File: config.mk
export PLATFORM = sky130hd
export DESIGN_NAME = bf16_div
export DESIGN_NICKNAME = d
export VERILOG_FILES = /design/src/rtl/bf16_div.sv
export SDC_FILE = /design/constraint.sdc
export NUM_CORES = 1
export LEC_CHECK = 0
export ABC_AREA = 1
export BUFFER_PORTS_ARGS = -buffer_cell sky130_fd_sc_hd__buf_2
export CAP_MARGIN = 20
export CORE_MARGIN = 2
export CORE_UTILIZATION = 40
export CTS_BUF_LIST = sky130_fd_sc_hd__clkbuf_8 sky130_fd_sc_hd__clkbuf_16
export DETAILED_ROUTE_END_ITERATION = 8
export PLACE_DENSITY = 0.71
export SLEW_MARGIN = 15
export SYNTH_ARGS = -nofsm -noshare
export SYNTH_HDL_FRONTEND = slang
export SYNTH_SLANG_ARGS = --single-unit
File: constraint.sdc
create_clock -name clk -period 2.8 [get_ports clk]
set_input_delay 0.28 -clock clk [delete_from_list [all_inputs] [get_ports clk]]
set_output_delay 0.28 -clock clk [all_outputs]
set_load 0.01 [all_outputs]
File: src/rtl/bf16_div.sv
// bf16_div: iterative bfloat16 divider.
// Restoring mantissa division, one quotient bit per cycle, nine steps.
// Number model matches the companion multiplier: exponent field 0 is zero
// (fraction flushed), exponent 0xFF is an ordinary value, truncation only.
module bf16_div (
  input  logic        clk,
  input  logic        rst,
  input  logic        in_valid,
  output logic        in_ready,
  input  logic [15:0] op1,
  input  logic [15:0] op2,
  output logic        out_valid,
  input  logic        out_ready,
  output logic [15:0] res,
  output logic        overflow,
  output logic        underflow,
  output logic        div_by_zero
);

  typedef enum logic [1:0] {
    IDLE = 2'd0,
    DIV  = 2'd1,
    DONE = 2'd2
  } state_t;

  // Saturated magnitude with the quotient sign (used for overflow and x/0).
  function automatic logic [15:0] pack_max(input logic sign);
    pack_max = {sign, 8'hFF, 7'h00};
  endfunction

  // Signed zero.
  function automatic logic [15:0] pack_zero(input logic sign);
    pack_zero = {sign, 15'h0000};
  endfunction

  state_t             state_q, state_d;
  logic               sign_q, sign_d;
  logic [7:0]         m2_q, m2_d;
  logic [9:0]         rem_q, rem_d;
  logic [8:0]         q_q, q_d;
  logic [3:0]         cnt_q, cnt_d;
  logic signed [9:0]  exp_q, exp_d;
  logic [15:0]        res_q, res_d;
  logic               ovf_q, ovf_d;
  logic               unf_q, unf_d;
  logic               dbz_q, dbz_d;
  logic               out_valid_q, out_valid_d;

  logic [7:0]         e1_s, e2_s;
  logic [6:0]         f1_s, f2_s;
  logic               accept_s;
  logic               ge_s;
  logic [9:0]         rem_sub_s;
  logic [8:0]         q_step_s;
  logic signed [9:0]  exp_norm_s;
  logic [6:0]         frac_norm_s;

  assign e1_s = op1[14:7];
  assign e2_s = op2[14:7];
  assign f1_s = op1[6:0];
  assign f2_s = op2[6:0];

  // Idle is the only accepting state; held low while reset is asserted.
  assign in_ready = (state_q == IDLE) && !rst;
  assign accept_s = in_valid && in_ready;

  assign out_valid   = out_valid_q;
  assign res         = res_q;
  assign overflow    = ovf_q;
  assign underflow   = unf_q;
  assign div_by_zero = dbz_q;

  // One restoring-division step plus normalization of the completed quotient.
  always_comb begin
    ge_s      = (rem_q >= {2'b00, m2_q});
    if (ge_s) begin
      rem_sub_s = rem_q - {2'b00, m2_q};
    end else begin
      rem_sub_s = rem_q;
    end
    q_step_s  = {q_q[7:0], ge_s};
    // Quotient lies in [128, 511]: top bit set means no exponent adjust.
    if (q_step_s[8]) begin
      exp_norm_s  = exp_q;
      frac_norm_s = q_step_s[7:1];
    end else begin
      exp_norm_s  = exp_q - 10'sd1;
      frac_norm_s = q_step_s[6:0];
    end
  end

  // Next-state and datapath update for the IDLE/DIV/DONE controller.
  always_comb begin
    state_d     = state_q;
    sign_d      = sign_q;
    m2_d        = m2_q;
    rem_d       = rem_q;
    q_d         = q_q;
    cnt_d       = cnt_q;
    exp_d       = exp_q;
    res_d       = res_q;
    ovf_d       = ovf_q;
    unf_d       = unf_q;
    dbz_d       = dbz_q;
    out_valid_d = out_valid_q;

    case (state_q)
      IDLE: begin
        if (accept_s) begin
          sign_d = op1[15] ^ op2[15];
          ovf_d  = 1'b0;
          unf_d  = 1'b0;
          dbz_d  = 1'b0;
          if (e2_s == 8'h00) begin
            // Division by zero resolves immediately; 0/0 gives the canonical NaN.
            dbz_d       = 1'b1;
            if (e1_s == 8'h00) begin
              res_d = 16'h7FC0;
            end else begin
              res_d = pack_max(op1[15] ^ op2[15]);
            end
            out_valid_d = 1'b1;
            state_d     = DONE;
          end else if (e1_s == 8'h00) begin
            res_d       = pack_zero(op1[15] ^ op2[15]);
            out_valid_d = 1'b1;
            state_d     = DONE;
          end else begin
            m2_d    = {1'b1, f2_s};
            rem_d   = {2'b01, f1_s};
            q_d     = 9'd0;
            cnt_d   = 4'd0;
            exp_d   = $signed({2'b00, e1_s}) - $signed({2'b00, e2_s}) + 10'sd127;
            state_d = DIV;
          end
        end else begin
          state_d = IDLE;
        end
      end
      DIV: begin
        rem_d = {rem_sub_s[8:0], 1'b0};
        q_d   = q_step_s;
        cnt_d = cnt_q + 4'd1;
        if (cnt_q == 4'd8) begin
          // Ninth step: quotient complete, normalize and range-check.
          if (exp_norm_s > 10'sd254) begin
            res_d = pack_max(sign_q);
            ovf_d = 1'b1;
          end else if (exp_norm_s < 10'sd1) begin
            res_d = pack_zero(sign_q);
            unf_d = 1'b1;
          end else begin
            res_d = {sign_q, exp_norm_s[7:0], frac_norm_s};
          end
          out_valid_d = 1'b1;
          state_d     = DONE;
        end else begin
          state_d = DIV;
        end
      end
      DONE: begin
        if (out_ready) begin
          out_valid_d = 1'b0;
          state_d     = IDLE;
        end else begin
          state_d = DONE;
        end
      end
      default: begin
        out_valid_d = 1'b0;
        state_d     = IDLE;
      end
    endcase
  end

  // State and datapath registers; reset discards any operation in flight.
  always_ff @(posedge clk or posedge rst) begin
    if (rst) begin
      state_q     <= IDLE;
      sign_q      <= 1'b0;
      m2_q        <= 8'd0;
      rem_q       <= 10'd0;
      q_q         <= 9'd0;
      cnt_q       <= 4'd0;
      exp_q       <= 10'sd0;
      res_q       <= 16'h0000;
      ovf_q       <= 1'b0;
      unf_q       <= 1'b0;
      dbz_q       <= 1'b0;
      out_valid_q <= 1'b0;
    end else begin
      state_q     <= state_d;
      sign_q      <= sign_d;
      m2_q        <= m2_d;
      rem_q       <= rem_d;
      q_q         <= q_d;
      cnt_q       <= cnt_d;
      exp_q       <= exp_d;
      res_q       <= res_d;
      ovf_q       <= ovf_d;
      unf_q       <= unf_d;
      dbz_q       <= dbz_d;
      out_valid_q <= out_valid_d;
    end
  end

endmodule

==> key figures, run 1 <==
Run status
  – Run status: completed

STA
  – Final setup viols: 0
  – Fin. max-slew vios: 0
  – Relative slew slack: 47.18%
  – Min Hold Slack: 0.1452 ns
  – Setup ws final: 0.4826 ns
  – Clk_skew: 0.008985 ns
  – Final hold violations: 0
  – Slew @ Worst Pin: 0.7922 ns
  – Peak Freq: 431.5 MHz
  – Crit share post-route: 82.76%
  – Unrepaired setup endpoints after global routing: false
  – Fin Setup TNS: 0 ns
  – Tmin final: 2.317 ns

Synthesis
  – Commonest register cell after synthesis: dfrtp_1
  – Seq/Total Area, Yosys: 37.04%
  – Post-synth EDFFs: 0
  – Main area contributors after synthesis: dfrtp_1, nand2_1, ha_1, inv_1, nand3_1
  – Share of Yosys cell area claimed by the top area cell type: 37.04%
  – Area leader, netlist: dfrtp_1
  – Async SR Flop Fraction: 100.0%
  – Syn Area/Cell: 7.656 um^2
  – Synth Instances: 556
  – #FFs+latches synth: 63
  – Ys Warns: 0
  – Synth unique cells: 45
  – Post-Syn Area: 4257 um^2
  – Syn Nets: 614

Pwr
  – Sw power: 2.677 mW
  – Cell Pwr Density: 1169 nW/um^2
  – Static Leak: 2.477 nW
  – Peak supply drop: 0.5450 mV
  – Reg power frac: 28.7%
  – Switching portion of total power: 46.93%
  – Clock network power share: 15.1%
  – Total Power: 5.703 mW
  – Comb pwr share: 56.2%
  – Pint: 3.026 mW

Critical path
  – Worst EP arrival: 2.59 ns
  – CP Capture Type: register
  – Crit Path Max Fanout: 16
  – Crit start category: register
  – Required @ worst endpoint: 3.07 ns
  – Critical path class: register to register

Die
  – FP Rows: 37
  – Ports: 57
  – Chip Height: 107.2 um
  – Initial Util: 41.23%
  – Die width: 107.2 um
  – Die area: 11480 um^2
  – Core footprint: 10320 um^2

Global routing
  – Largest net degree at the start of global routing: 64
  – First-pass GRT wire length: 16.28 mm
  – Met1 Use GR: 22.24%
  – Vias in the first global route: 3575
  – Initial antenna violation count: 0
  – Met2 usage: 29.79%
  – Total grt overflow: 0
  – M3 GR Usage: 5.228%
  – Top Usage Layer GRT: met2
  – Total routing usage reported by global routing: 17.74%

Cells and area
  – Area occupied by multi-input gates: 2287 um^2
  – Area Growth Syn to Fin: 14.61%
  – FF+latch area: 1577 um^2
  – # fillers: 1032
  – Final net count: 674
  – N_diodes: 0
  – Fraction of layout cells with a size suffix above 1: 22.38%

Clock tree
  – Post_cts resized: 0
  – H-tree depth: 3
  – CTS root buf: clkbuf_8
  – CTS tree: built
  – TritonCTS buffer count: 9
  – Clk_lat worst skew: 0.35 ns
  – Clk sinks: 63
  – CTS max path bufs: 2
  – Post-CTS Setup Repair Bufs: 0
  – Hold Buf Count CTS: 0
  – CTS clk-pin slew, worst paths: 0.07 ns

Placed design
  – PortBufs: 56
  – Placement Setup Slack: 0.4904 ns
  – Post-DP HPWL: 7.374 mm
  – Final Wtd Congestion: 0.8828

Drt
  – Routed len/inst: 12.60 um
  – Via Count: 3752
  – DRT Wirelength: 9.535 mm
  – DRC: 0
  – Pre-antenna DRT Iters: 4
  – Final ANT Viol Nets: 0
  – Via density: 4.956
  – Initial DRC Count: 190

Job
  – Max-Cap Viols: 0

Min path
  – HP Class: input port to register
[placed cells by master, fill, tap and decap left out, types with 6 or more instances in the layout]
| master | n |
|---|---|
| nand2_1 | 126 |
| inv_1 | 65 |
| dfrtp_1 | 63 |
| buf_2 | 56 |
| nor2_1 | 46 |
| nand3_1 | 40 |
| o21ai_0 | 33 |
| a21oi_1 | 20 |
| ha_1 | 20 |
| nand2_2 | 16 |
| inv_2 | 13 |
| o22ai_1 | 10 |
| nand4_1 | 10 |
| xor2_1 | 10 |
| clkbuf_8 | 9 |
| o21ai_1 | 8 |
| xnor2_1 | 7 |
| o21ai_2 | 6 |
[cells in the mapped netlist, types with 4 or more instances]
| cell type | instances |
|---|---|
| ha_1 | 20 |
| inv_2 | 12 |
| nor2_2 | 4 |
| o21ai_1 | 8 |
| nand2_2 | 16 |
| buf_4 | 4 |
| nand2_1 | 126 |
| nand2_4 | 5 |
| nor2_4 | 5 |
| nand4_1 | 10 |
| nand3b_1 | 5 |
| xor2_1 | 10 |
| nand3_1 | 40 |
| inv_1 | 66 |
| a21oi_1 | 20 |
| dfrtp_1 | 63 |
| o21ai_0 | 33 |
| xnor2_1 | 7 |
| o21ai_2 | 6 |
| o22ai_1 | 10 |
| clkbuf_1 | 4 |
| nor2_1 | 46 |
[worst paths after layout]
path | slack [ns] | endpoint | cells past startpoint | startpoint
hold / removal | 0.15 | m2_q[4] | 3 | op2[4]
min in group asynchronous | 0.18 | q_q[4] | 3 | rst
setup / recovery | 0.48 | res[0] | 9 | m2_q[0]
max in group asynchronous | 2.11 | res[12] | 3 | rst
hold reg to reg | 0.46 | m2_q[7] | 2 | m2_q[7]
setup reg to reg | 0.48 | res[0] | 9 | m2_q[0]
[layout make-up]
class	count	area share, %
Clock buffer	9	2.539
Clock inverter	7	1.795
Inverter	81	6.463
Multi-Input combinational cell	400	46.88
Sequential cell	63	32.32
Tap cell	136	3.488
Timing Repair Buffer	61	6.514
[routing by layer]
metal	part of all wire [%]	wire length, um
met2	47	4477
met1	46	4365
met3	5.9	567
met5	0	0
met4	1.3	125
[critical path, stage by stage (launching register included)]
cell     delay [ns]
dfrtp_1        0.39
ha_1           0.22
fa_1           0.41
nor2_1         0.15
o21ai_0        0.12
nand4_1        0.40
inv_1          0.17
a21oi_1        0.17
nand3_1        0.09
o21ai_1        0.13
[stage by stage]
| stage | instances | instance area (um^2) | utilization [%] |
|---|---|---|---|
| after global routing | 757 | 4878 | 47.25 |
| after detailed placement | 741 | 4667 | 45.21 |
| after CTS | 757 | 4878 | 47.25 |
| final | 757 | 4878 | 47.25 |
| after floorplan | 556 | 4257 | - |
| after global placement | 741 | 4667 | 45.21 |
[sequential cells by signal (all words and copies together), names as in the netlist]
| name | count |
|---|---|
| res | 16 |
| exp_q | 10 |
| rem_q | 10 |
| m2_q | 8 |
| q_q | 8 |
| cnt_q | 4 |
| state_q | 2 |
| div_by_zero | 1 |
| out_valid | 1 |
| overflow | 1 |
| sign_q | 1 |
| underflow | 1 |
[power by group through the flow]
stage	Combinational [mW]	Clock (mW)	Sequential [mW]
5_1_grt	3.66	0.924	1.69
2_1_floorplan	2.52	0	1.62
3_3_place_gp	3.15	0	1.63
3_5_place_dp	3.21	0	1.65
6_report	3.21	0.859	1.64
4_1_cts	3.23	0.884	1.64
[cell families (layout without fill, tap and decap cells)]
kind of cell	after synthesis	in the layout	share of synthesized area [%]
compound gates	91	91	12.58
xor+xnor	18	18	3.880
fa+ha+maj	22	22	6.820
buf+inv	93	158	9.230
flops	63	63	37.04
simple gates	269	269	30.45
Note: power is estimated with default switching activity, not from simulation.
==> run 2, diff against run 1 <==
--- a/config.mk
+++ b/config.mk
@@ -12,7 +12,7 @@
 export CORE_UTILIZATION = 40
 export CTS_BUF_LIST = sky130_fd_sc_hd__clkbuf_8 sky130_fd_sc_hd__clkbuf_16
 export DETAILED_ROUTE_END_ITERATION = 8
-export PLACE_DENSITY = 0.71
+export PLACE_DENSITY = 0.73
 export SLEW_MARGIN = 15
 export SYNTH_ARGS = -nofsm -noshare
 export SYNTH_HDL_FRONTEND = slang
==> constraint.sdc (replaced) <==
create_clock -name clk -period 2 [get_ports clk]
set_input_delay 0.2 -clock clk [delete_from_list [all_inputs] [get_ports clk]]
set_output_delay 0.2 -clock clk [all_outputs]
set_load 0.01 [all_outputs]
==> key figures, run 2 (synthesis results as in run 1) <==
Die
  – Ports: 57 (unchanged)
  – FP Rows: 37 (unchanged)
  – Die width: 107.2 um (unchanged)
  – Die area: 11480 um^2 (unchanged)
  – Chip Height: 107.2 um (unchanged)
  – Initial Util: 41.23% (unchanged)
  – Core footprint: 10320 um^2 (unchanged)

Critical path
  – Required @ worst endpoint: 2.22 ns (-0.85 ns)
  – Crit Path Max Fanout: 6 (-10)
  – Flop2flop setup slack: 0.04 ns (-0.45 ns)
  – Crit start category: register
  – Worst flop-to-flop path endpoint: rem_q[5]
  – R2R depth: 9 (unchanged)
  – Critical path class: register to register
  – R2R Path Start: m2_q[0]
  – Worst EP arrival: 2.18 ns (-0.41 ns)
  – CP Capture Type: register

Placed design
  – PortBufs: 56 (unchanged)
  – Final Wtd Congestion: 0.8307 (-5.9%)
  – Placed inst area: 4807 um^2 (+3.0%)
  – Post-DP HPWL: 7.724 mm (+4.8%)

Clock tree
  – CTS tree: built
  – CTS root buf: clkbuf_8
  – CTS clk-pin slew, worst paths: 0.08 ns (about the same)
  – CTS max path bufs: 2 (unchanged)
  – Clk_lat worst skew: 0.35 ns (about the same)
  – Clk sinks: 63 (unchanged)
  – H-tree depth: 3 (unchanged)
  – TritonCTS buffer count: 9 (unchanged)

Min path
  – Hold Path Depth: 3 (unchanged)
  – HP Class: input port to register
  – Hold EP: m2_q[4]
  – Min-delay src: op2[4]

STA
  – Fin. max-slew vios: 0 (unchanged)
  – Slew @ Worst Pin: 0.5401 ns (-0.2521 ns)
  – Final setup viols: 0 (unchanged)
  – Final hold violations: 0 (unchanged)
  – Peak Freq: 508.9 MHz (+18%)
  – Min Hold Slack: 0.06210 ns (-0.08311 ns)
  – Crit share post-route: 98.24% (+15 points)
  – Clk_skew: 0.01753 ns (+0.008547 ns)
  – Fin Setup TNS: 0 ns (unchanged)
  – Unrepaired setup endpoints after global routing: true
  – Relative slew slack: 63.94% (+17 points)
  – Tmin final: 1.965 ns (-0.3525 ns)

Drt
  – Initial DRC Count: 180 (-5.3%)
  – Routed len/inst: 13.29 um (+5.5%)
  – DRT Wirelength: 10.38 mm (+8.8%)
  – Via density: 5.047 (+1.8%)
  – Final ANT Viol Nets: 0 (unchanged)
  – DRC: 0 (unchanged)
  – Pre-antenna DRT Iters: 4 (unchanged)
  – Via Count: 3942 (+5.1%)

Pwr
  – Switching portion of total power: 45.80% (-1.1 points)
  – Comb pwr share: 59.6% (+3.4 points)
  – Static Leak: 2.607 nW (+5.3%)
  – Pint: 4.911 mW (+62%)
  – Sw power: 4.149 mW (+55%)
  – Cell Pwr Density: 1725 nW/um^2 (+48%)
  – Peak supply drop: 0.8882 mV (+63%)
  – Clock network power share: 14.9% (-0.2 points)
  – Reg power frac: 25.5% (-3.2 points)

Job
  – Max-Cap Viols: 0 (unchanged)

Global routing
  – Total grt overflow: 0 (unchanged)
  – First-pass GRT wire length: 17.60 mm (+8.1%)
  – Initial antenna violation count: 0 (unchanged)
  – Vias in the first global route: 3927 (+9.8%)
  – Largest net degree at the start of global routing: 27 (-58%)
  – Total routing usage reported by global routing: 19.19% (+1.4 points)

Cells and area
  – Fraction of layout cells with a size suffix above 1: 29.46% (+7.1 points)
  – Most frequent cells in the layout: nand2_1, dfrtp_1, inv_1, buf_2, nor2_1
  – Final net count: 698 (+3.6%)
  – Area Growth Syn to Fin: 23.43%
  – N_diodes: 0 (unchanged)
  – Commonest non-fill, non-tap cell in the layout: nand2_1
  – Max FFs per register: 16 (unchanged)
  – Layout Cell Area excl Fill: 5254 um^2 (+7.7%)

Run status
  – Run status: completed
-- run 2: cell count changes in the layout (fill, tap and decap cells not counted), sizes merged --
cell,change
buf,+23
bufinv,+1
clkinvlp,+1
dlygate4sd3,+1
inv,+1
clkinv,-3
-- run 2: through the flow --
| stage | power (mW) | cells | setup slack [ns] | utilization [%] |
|---|---|---|---|---|
| global route | 9.900 | 781 | -0.09626 | 50.89 |
| CTS | 8.524 | 777 | -0.009349 | 49.19 |
| detailed placement | 7.020 | 758 | -0.08904 | 46.56 |
| floorplan | 5.800 | 556 | 0.08742 | - |
| finish | 9.060 | 781 | 0.03516 | 50.89 |
| global placement | 6.868 | 758 | -0.03454 | 46.56 |
-- run 2: timing repair --
item                       CTS  global route
pin swaps                    3            15
resized for setup            5            40
setup endpoints to repair    7            26
cloned                       1             0
hold buffers                 1             0
buffers inserted             1             4
hold endpoints to repair    22             0
-- run 2: power by group through the flow --
stage	logic (mW)	clock network [mW]	registers, mW
after floorplan	3.53	0	2.27
after global placement	4.63	0	2.24
after detailed placement	4.73	0	2.29
after CTS	4.86	1.39	2.27
after global routing	6.08	1.45	2.37
final	5.40	1.35	2.31
-- run 2: layout make-up --
type | count | area [um^2]
Fill cell | 987 | 5070
Clock buffer | 9 | 123.9
Sequential cell | 63 | 1578
Multi-Input combinational cell | 400 | 2429
Tap cell | 136 | 170.2
Timing Repair Buffer | 85 | 516.7
Clock inverter | 7 | 118.9
Inverter | 81 | 317.8
-- run 2: layer usage --
metal	global-route usage [%]	part of all wire, %
met2	34.04	49
met1	23.15	43
met5	0	0
met3	3.404	4.9
met4	6.957	2.6
-- run 2: worst max-delay path, cell delays in order, from the launching register on --
cell and delay (ns):
dfrtp_1 0.42, ha_4 0.18, fa_2 0.39, nor2_4 0.12
o21ai_2 0.07, nand4_1 0.25, buf_6 0.17, a21oi_1 0.05
o21ai_1 0.08, o211ai_1 0.10
-- run 2: how the worst max path moves through the flow --
stage / from / endpoint / cells past startpoint
finish: m2_q[0] / rem_q[5] / 9
global route: rem_q[5] / rem_q[5] / 9
CTS: rem_q[0] / rem_q[5] / 9
detailed placement: op1[7] / exp_q[6] / 14
global placement: op1[7] / exp_q[8] / 15
floorplan: op1[7] / exp_q[7] / 12
